`src/rtl/binary_mac_sequencer.sv`:
```
// ---------------------------------------------------------------------------
// binary_mac_sequencer
//
// Purpose:
//   Computes one neuron's dot product over a binary image. The pixel and
//   weight RAMs are walked in lockstep through a shared address. Each
//   pixel/weight pair is handed to the external single_bit_multiply gating
//   block, and the gated products are accumulated. The final sum is reported
//   with a start/done handshake.
//
// Ports:
//   clk              in   rising-edge clock
//   rst_n            in   synchronous active-low reset
//   start            in   run request, sampled only in IDLE or DONE
//   addr             out  [ADDR_W-1:0] shared pixel/weight read address
//   pixel_in         in   pixel RAM data, valid the cycle after its address
//   weight_in        in   [SIZE-1:0] weight RAM data, valid the cycle after
//   mul_multiplier   out  [SIZE-1:0] combinational copy of weight_in
//   mul_multiplicand out  combinational copy of pixel_in
//   mul_product      in   [SIZE-1:0] multiplier result (combinational)
//   acc_out          out  [ACC_W-1:0] result of the last completed run
//   busy             out  high while in RUN or DRAIN
//   done             out  one-cycle pulse; acc_out valid from this cycle on
//
// Configuration macro:
//   SATURATE_EN  defined   -> the accumulator clamps at 2^ACC_W-1
//                undefined -> the accumulator wraps modulo 2^ACC_W
//
// Timing (cycle 0 = start sampled):
//   cycles 1..N_INPUTS  RUN, addr = cycle-1
//   cycle  N_INPUTS+1   DRAIN (adds the last product)
//   cycle  N_INPUTS+2   DONE  (done=1, acc_out final)
// ---------------------------------------------------------------------------
module binary_mac_sequencer #(
    parameter int unsigned SIZE     = 5,
    parameter int unsigned N_INPUTS = 256,
    parameter int unsigned ADDR_W   = 8,
    parameter int unsigned ACC_W    = 13
) (
    input  logic              clk,
    input  logic              rst_n,
    input  logic              start,
    output logic [ADDR_W-1:0] addr,
    input  logic              pixel_in,
    input  logic [SIZE-1:0]   weight_in,
    output logic [SIZE-1:0]   mul_multiplier,
    output logic              mul_multiplicand,
    input  logic [SIZE-1:0]   mul_product,
    output logic [ACC_W-1:0]  acc_out,
    output logic              busy,
    output logic              done
);

    localparam logic [ADDR_W-1:0] LAST_ADDR = ADDR_W'(N_INPUTS - 1);

    typedef enum logic [1:0] {
        S_IDLE  = 2'd0,
        S_RUN   = 2'd1,
        S_DRAIN = 2'd2,
        S_DONE  = 2'd3
    } state_t;

    state_t             state_q,   state_d;
    logic [ADDR_W-1:0]  addr_q,    addr_d;
    logic [ACC_W-1:0]   acc_q,     acc_d;
    logic [ACC_W-1:0]   acc_out_q, acc_out_d;
    logic               busy_q,    busy_d;
    logic               done_q,    done_d;
    logic               valid_q,   valid_d;

    logic [ACC_W-1:0]   acc_sum;

    // The multiplier sits outside this block; RAM data is forwarded unchanged.
    assign mul_multiplier   = weight_in;
    assign mul_multiplicand = pixel_in;

    assign addr    = addr_q;
    assign acc_out = acc_out_q;
    assign busy    = busy_q;
    assign done    = done_q;

`ifdef SATURATE_EN
    // One extra carry bit detects overflow; once clamped, further non-zero
    // products overflow again so the value stays pinned at the maximum.
    logic [ACC_W:0] sum_ext;

    always_comb begin
        sum_ext = (ACC_W+1)'(acc_q) + (ACC_W+1)'(mul_product);
        acc_sum = sum_ext[ACC_W] ? {ACC_W{1'b1}} : sum_ext[ACC_W-1:0];
    end
`else
    // Modulo 2^ACC_W accumulate.
    always_comb begin
        acc_sum = acc_q + ACC_W'(mul_product);
    end
`endif

    // Next-state and output logic.
    always_comb begin
        state_d   = state_q;
        addr_d    = addr_q;
        acc_d     = acc_q;
        acc_out_d = acc_out_q;
        done_d    = 1'b0;
        // Data arriving next cycle belongs to an address issued in RUN.
        valid_d   = (state_q == S_RUN);

        unique case (state_q)
            S_IDLE, S_DONE: begin
                if (start) begin
                    state_d = S_RUN;
                    addr_d  = '0;
                    acc_d   = '0;
                end else begin
                    state_d = S_IDLE;
                end
            end

            S_RUN: begin
                // First RUN cycle has no read data yet; valid_q masks it.
                if (valid_q) begin
                    acc_d = acc_sum;
                end
                if (addr_q == LAST_ADDR) begin
                    state_d = S_DRAIN;
                end else begin
                    addr_d = addr_q + ADDR_W'(1);
                end
            end

            S_DRAIN: begin
                // Product of the last address arrives here.
                if (valid_q) begin
                    acc_d = acc_sum;
                end
                acc_out_d = acc_d;
                done_d    = 1'b1;
                state_d   = S_DONE;
            end

            default: begin
                state_d = S_IDLE;
            end
        endcase

        busy_d = (state_d == S_RUN) || (state_d == S_DRAIN);
    end

    // State and output registers with synchronous reset.
    always_ff @(posedge clk) begin
        if (!rst_n) begin
            state_q   <= S_IDLE;
            addr_q    <= '0;
            acc_q     <= '0;
            acc_out_q <= '0;
            busy_q    <= 1'b0;
            done_q    <= 1'b0;
            valid_q   <= 1'b0;
        end else begin
            state_q   <= state_d;
            addr_q    <= addr_d;
            acc_q     <= acc_d;
            acc_out_q <= acc_out_d;
            busy_q    <= busy_d;
            done_q    <= done_d;
            valid_q   <= valid_d;
        end
    end

endmodule

```
`config.mk`:
```
export PLATFORM = sky130hd
export DESIGN_NAME = binary_mac_sequencer
export DESIGN_NICKNAME = d
export VERILOG_FILES = /design/src/rtl/binary_mac_sequencer.sv
export SDC_FILE = /design/constraint.sdc
export NUM_CORES = 1
export LEC_CHECK = 0
export CORE_ASPECT_RATIO = 0.75
export CORE_MARGIN = 4
export CORE_UTILIZATION = 44
export DETAILED_ROUTE_END_ITERATION = 7
export PLACE_DENSITY_LB_ADDON = 0.08
export SYNTH_ARGS = -nofsm -noshare
export SYNTH_HDL_FRONTEND = slang
export SYNTH_SLANG_ARGS = --single-unit
```
`constraint.sdc`:
```
create_clock -name clk -period 2.4 [get_ports clk]
set_input_delay 0.36 -clock clk [delete_from_list [all_inputs] [get_ports clk]]
set_output_delay 0.36 -clock clk [all_outputs]
set_load 0.01 [all_outputs]
```
==> metrics.md <==
| Metric | Value |
|---|---|
| Reg-to-reg slack, setup | 0.38 ns |
| Vias post-DR | between 2000 and 2500 |
| Final period util | between 80% and 90% |
| FP Rows | 22 |
| Predominant post-synthesis flop cell | dfxtp_1 |
| Mean Syn Cell Area | 8.47 sq um |
| Diode count | 0 |
| Peak VDD IR | around 0.31 mV |
| Nets@finish | 330 |
| Critical Path Sink Type | register |
| Yosys warns | 0 |
| Initial antenna violation count | 0 |
| Total power | 1460 uW |
| Setup Buffers After CTS | 0 |
| Layout Skew | just over 0.008 ns |
| Max Freq | roughly 0.46 GHz |
| Initial DRC count | 123 |
| Worst Hold Class | register to register |
| Pins over their slew limit | 0 |
| Flops & latches, synth | 39 |
| Avg Vias per Cell | 5.70 |
| First-pass GRT wire length | 9660 microns |
| FILL cells | 470 |
| Layout cell share with drive strength beyond 1 | 11.7% |
| Post-synthesis async set-or-reset flop share | 0% |
| RSZ-0062 raised after global routing | no |
| Hold Vio Cnt, Final | 0 |
| DRT Wirelength | 5720 microns |
| Power Density | 509 nW/um^2 |
| Dpl hpwl | 4180 microns |
| CTS tree | built |
| Minimum clock period | 2.16 ns |
| Post-synthesis cell area | 2300 sq um |
| Total Routing Usage GR | about 18% |
| Max-slew headroom | 61.8% |
| Drt first pass iters | 4 |
| Gr ovfl total | 0 |
| Crit path launch type | input port |
| Largest net degree at the start of global routing | 23 |
| Tightest Pin Transition | 0.567 ns |
| Final ANT Viol Nets | 0 |
| Setup TNS Final | 0 ns |
| Crit path required time | 2.62 ns |
| Gpl congestion | 0.808 |
| Total of max-cap violations | 0 |
| Worst-path clk slew | around 0.080 ns |
| LEAKAGE | 0.00101 uW |
| Root Buffer Master | clkbuf_8 |
| Die Ht | 70.7 microns |
| Total Die Area | about 6500 sq um |
| Hold WS | just under 0.5 ns |
| Clock sinks | 39 |
| Net count after synthesis | 295 |
| Max Fanout on Critical Path | 16 |
| Initial core utilization | a little under half |
| Die Wd | between 90 and 100 microns |
| Synth Instances | 272 |
| CTS buffer count | 5 |
| Vias in the first global route | 1913 |
| Crit path kind | input port to register |
| CORE AREA | 4980 sq um |
| Worst Path Arrival | 2.37 ns |
| Count of input and output buffers | 30 |
| Area Growth Syn to Fin | 24.4% |
| Clock Tree Buf Depth | 2 |
| DR DRC count | 0 |
| Cts hold-fix bufs | 0 |
| Io pins | 43 |
| Seq/Total Area, Yosys | 33.9% |
| Post-synth EDFFs | 0 |
| Drt wl/cell | 15.0 microns |
| CTS H-Tree Depth | 2 |
| Clk_lat worst skew | 0.30 ns |
| Post-cts resize count | 0 |
| Final setup viols | 0 |
| Synth unique cells | 59 |
| Outcome | complete, no violations |
-- layer usage --
metal  track usage (%)  wire, microns  vias to the layer above
met2              22.3           2150                       50
met5                 0              0                        -
met4              6.19             65                        0
met1              30.3           3260                     1000
met3              3.61            232                        9
li1                  -              -                     1106
-- metrics by stage --
step / cell area, sq um / worst slack [ns] / std cells / utilization, %
global route: 2870 / 0.184 / 380 / 57.5
floorplan: 2300 / 0.398 / 272 / -
global placement: 2730 / -0.0281 / 372 / 54.9
detailed placement: 2730 / -0.0661 / 372 / 54.9
finish: 2870 / 0.245 / 380 / 57.5
CTS: 2870 / 0.251 / 380 / 57.5
-- synth_stat cells (3+ instances only) --
master     n  share of area [%]
dfxtp_1   39                 34
nor2_1    20                3.3
nand2_1   16                2.6
nand3_1   15                3.3
o21ai_0   11                2.4
a21oi_1   10                2.2
and3_1     9                2.4
a31oi_1    8                2.2
clkbuf_1   8                1.3
ha_1       8                4.3
o211ai_1   8                2.6
or3_1      8                2.2
buf_4      7                2.3
inv_1      7                1.1
nand4_1    7                1.9
nor3_1     7                1.5
or4_1      7                2.3
a311oi_1   5                1.9
nor2b_1    5                1.4
a211o_1    4                1.5
a211oi_1   4                1.3
nand2b_1   4                1.1
a21o_1     3               0.98
a32oi_1    3                1.1
buf_2      3               0.65
o21ai_1    3               0.65
xnor2_1    3                1.1
-- registers in the layout, summed over array words and instances, names as in the netlist --
signal	flops
acc_out	13
acc_q	13
addr	8
state_q	2
busy	1
done	1
valid_q	1
-- placed cells by master, fill, tap and decap left out, drive strengths merged, types with 3 or more instances in the layout --
master         count
a211o              4
a211oi             4
a21o               3
a21oi             10
a311oi             5
a31oi              9
a32oi              3
and2               3
and3               9
buf               19
clkbuf             6
clkdlybuf4s50     30
dfxtp             39
ha                 8
inv                7
nand2             16
nand2b             4
nand3             17
nand4              7
nor2              20
nor2b              5
nor3               7
o211ai             8
o21ai             14
or3                8
or4                7
xnor2              3
-- critical path, stage by stage --
cell and delay, ns:
clkdlybuf4s50_1 0.40, ha_1 0.23, fa_1 0.39, a211o_1 0.33
a31oi_4 0.20, buf_12 0.15, o21ai_1 0.06, a311oi_1 0.24
-- power by group --
group,internal [uW],leakage [uW],switching [uW]
sequential,652,0.000315,6.58
combinational,61.2,0.000634,84.7
clock,416,0.0000654,239
-- kinds of logic after synthesis --
logic type,synth area share [%]
buf+inv,6.19
compound gates,24.7
simple gates,27.2
xor+xnor,1.90
fa+ha+maj,5.21
flops,33.9
mux,0.923
-- final timing paths --
path	to	depth (start not counted)	startpoint
max	acc_out[8]$_SDFFE_PN0P_	8	mul_product[0]
max reg2reg	acc_out[8]$_SDFFE_PN0P_	7	acc_q[0]$_SDFFE_PN0P_
min reg2reg	acc_out[12]$_SDFFE_PN0P_	2	acc_out[12]$_SDFFE_PN0P_
min	acc_out[12]$_SDFFE_PN0P_	2	acc_out[12]$_SDFFE_PN0P_
-- area by class of cell --
cell class / count / area [sq um] / share of cell area, %
Tap cell: 72 / 90.1 / 3.14
Clock inverter: 2 / 60.1 / 2.10
Timing Repair Buffer: 49 / 455 / 15.9
Sequential cell: 39 / 781 / 27.2
Clock buffer: 6 / 72.6 / 2.53
Inverter: 7 / 26.3 / 0.917
Multi-Input combinational cell: 205 / 1380 / 48.2
No activity file was read; power rests on OpenSTA's default activity.
==> patch (config.mk and constraints unchanged) <==
Register the outputs `mul_multiplier` and `mul_multiplicand`, without a reset; this adds one clock of latency there. The other outputs are not delayed to match. Comments in the files are not updated.
--- a/src/rtl/binary_mac_sequencer.sv
+++ b/src/rtl/binary_mac_sequencer.sv
@@ -73,4 +73,6 @@
     // The multiplier sits outside this block; RAM data is forwarded unchanged.
-    assign mul_multiplier   = weight_in;
-    assign mul_multiplicand = pixel_in;
+    always_ff @(posedge clk) begin
+        mul_multiplier   <= weight_in;
+        mul_multiplicand <= pixel_in;
+    end
 
Check against the original RTL: not equivalent (a bounded check fails within 4 cycles, from zero or initial values and one cycle with rst_n low).
==> patch against the original RTL <==
  * Total power grew 2.9%
  * Fmax fell by 4.0%
  * Worst hold slack improved by 0.0024 ns
  * Core utilization increased by 1.1 points
  * Global-route usage is 1.4 points lower
  * Critical path depth did not move
  * Die area decreased by 1.1%
  * Routed wire length fell by 7.6%
  * Final area up 1.3%
  * Sequential cell count is 6 higher
  * Synthesized area decreased by 1.2%
  * Setup slack worse by 0.091 ns
  * Combinational power rose by 4%
==> patch: results (changes against the original RTL) <==
Parameter                              Value

STA
  Final cycle utilization of the critical path ... 93.6% (+3.8 points)
  Worst-Margin Slew ... 0.702 ns (+0.135 ns)

Global routing
  Via count of the first global-routing pass ... 1,877 (-1.9%)
  First-pass GRT wire length ... 8.81 mm (-8.8%)
  GRT Util Overall ... 16.9% (-1.4 points)
  Largest net degree at the start of global routing ... 20 (-13%)

Placed design
  Final HPWL from detailed placement ... 3.86 mm (-7.5%)
  Cell Count Post-Placement ... 357 (-4.0%)
  Port bufs ... 42 (+40%)
  Routability cong. ... 0.826 (+2.3%)
  Pre-CTS WS ... -0.128 ns (-0.0616 ns)

Synthesis
  Number of library cell types mapped by synthesis ... 57 (-3.4%)
  Nets in the synthesized netlist ... 276 (-6.4%)
  Top cells by instance count after synthesis ... 45 x sky130_fd_sc_hd__dfxtp_1, 23 x sky130_fd_sc_hd__o21ai_0, 21 x sky130_fd_sc_hd__nor2_1
  Top area cells in the synthesized netlist ... sky130_fd_sc_hd__dfxtp_1 40%, sky130_fd_sc_hd__o21ai_0 5.1%, sky130_fd_sc_hd__ha_1 4.4%
  Post-synthesis sequential area ratio ... 39.6% (+5.7 points)

Route
  Met3 routed WL ... 280 um (+21%)
  Ratio of routed vias to standard cells ... 5.69 (-0.12%)
  Wire length reported by the detailed router ... 5.28 mm (-7.6%)
  Number of design-rule violations left by the first detailed-router iteration ... 120 (-2.4%)
  Met2 routed wirelength ... 2.11 mm (-2.0%)
  Routed length on met1 ... 2.83 mm (-13%)

Critical path
  CP Data Arrival Time ... 2.44 ns (+0.07 ns)
  Endpoint of the worst register-to-register path ... acc_q[8]

Final layout
  Fraction of final layout cells with drive strength greater than 1 ... 12.8% (+1.1 points)
  Multi-input gate area ... 1250 sq um (-9.5%)
  Final net count ... 327 (-0.91%)

Outcome
  Outcome ... finished clean

Power and ir drop
  Static Leakage ... 1.04 nW (+2.5%)
  Largest vdd supply drop ... 0.297 mV (-3.4%)

Worst hold path
  Hold Path Sink ... acc_out[8]
[patch: cell types whose count changed after synthesis, moves of 4 or more]
cell / delta
sky130_fd_sc_hd__nand3_1: +4
sky130_fd_sc_hd__and3_1: -6
sky130_fd_sc_hd__nor3_1: -4
sky130_fd_sc_hd__buf_4: -7
sky130_fd_sc_hd__dfxtp_1: +6
sky130_fd_sc_hd__nand2_1: -8
sky130_fd_sc_hd__o21ai_0: +12
[patch: cell families after synthesis]
kind of cell	share of synthesized area (%)
muxes	2.31
AOI/OAI and AO/OA	23.0
DFF	39.6
xor gates and xnor gates	0.770
adders and majority gates	5.28
buffers and inverters	5.50
and+or+nand+nor	23.5
[patch: per-stage QoR]
stage / hold WS, ns / total power, mW / setup TNS (ns) / cell area, sq um
global placement: 0.478 / 0.933 / -0.596 / 2790
finish: 0.486 / 1.50 / 0 / 2900
global route: 0.482 / 1.57 / 0 / 2900
CTS: 0.481 / 1.52 / 0 / 2900
detailed placement: 0.478 / 0.933 / -0.763 / 2790
floorplan: 0.388 / 0.867 / 0 / 2280
[patch: power by group]
part / switching [mW] / internal, mW / leakage (nW)
registers: 0.00819 / 0.757 / 0.365
clock network: 0.274 / 0.312 / 0.0543
logic: 0.0800 / 0.0719 / 0.620
[patch: layer usage]
layer,vias to the layer above,global-route usage (%)
met2,48,23.2
met1,953,24.7
met4,0,6.35
met3,8,4.84
li1,1068,-
met5,-,0
[patch: layout make-up]
cell class / instances / share of cell area, %
multi-input combinational: 187 / 43.0
sequential: 45 / 31.0
timing repair buffer: 57 / 18.4
tap: 60 / 2.59
clock buffer: 5 / 2.37
clock inverter: 3 / 1.59
inverter: 8 / 1.03
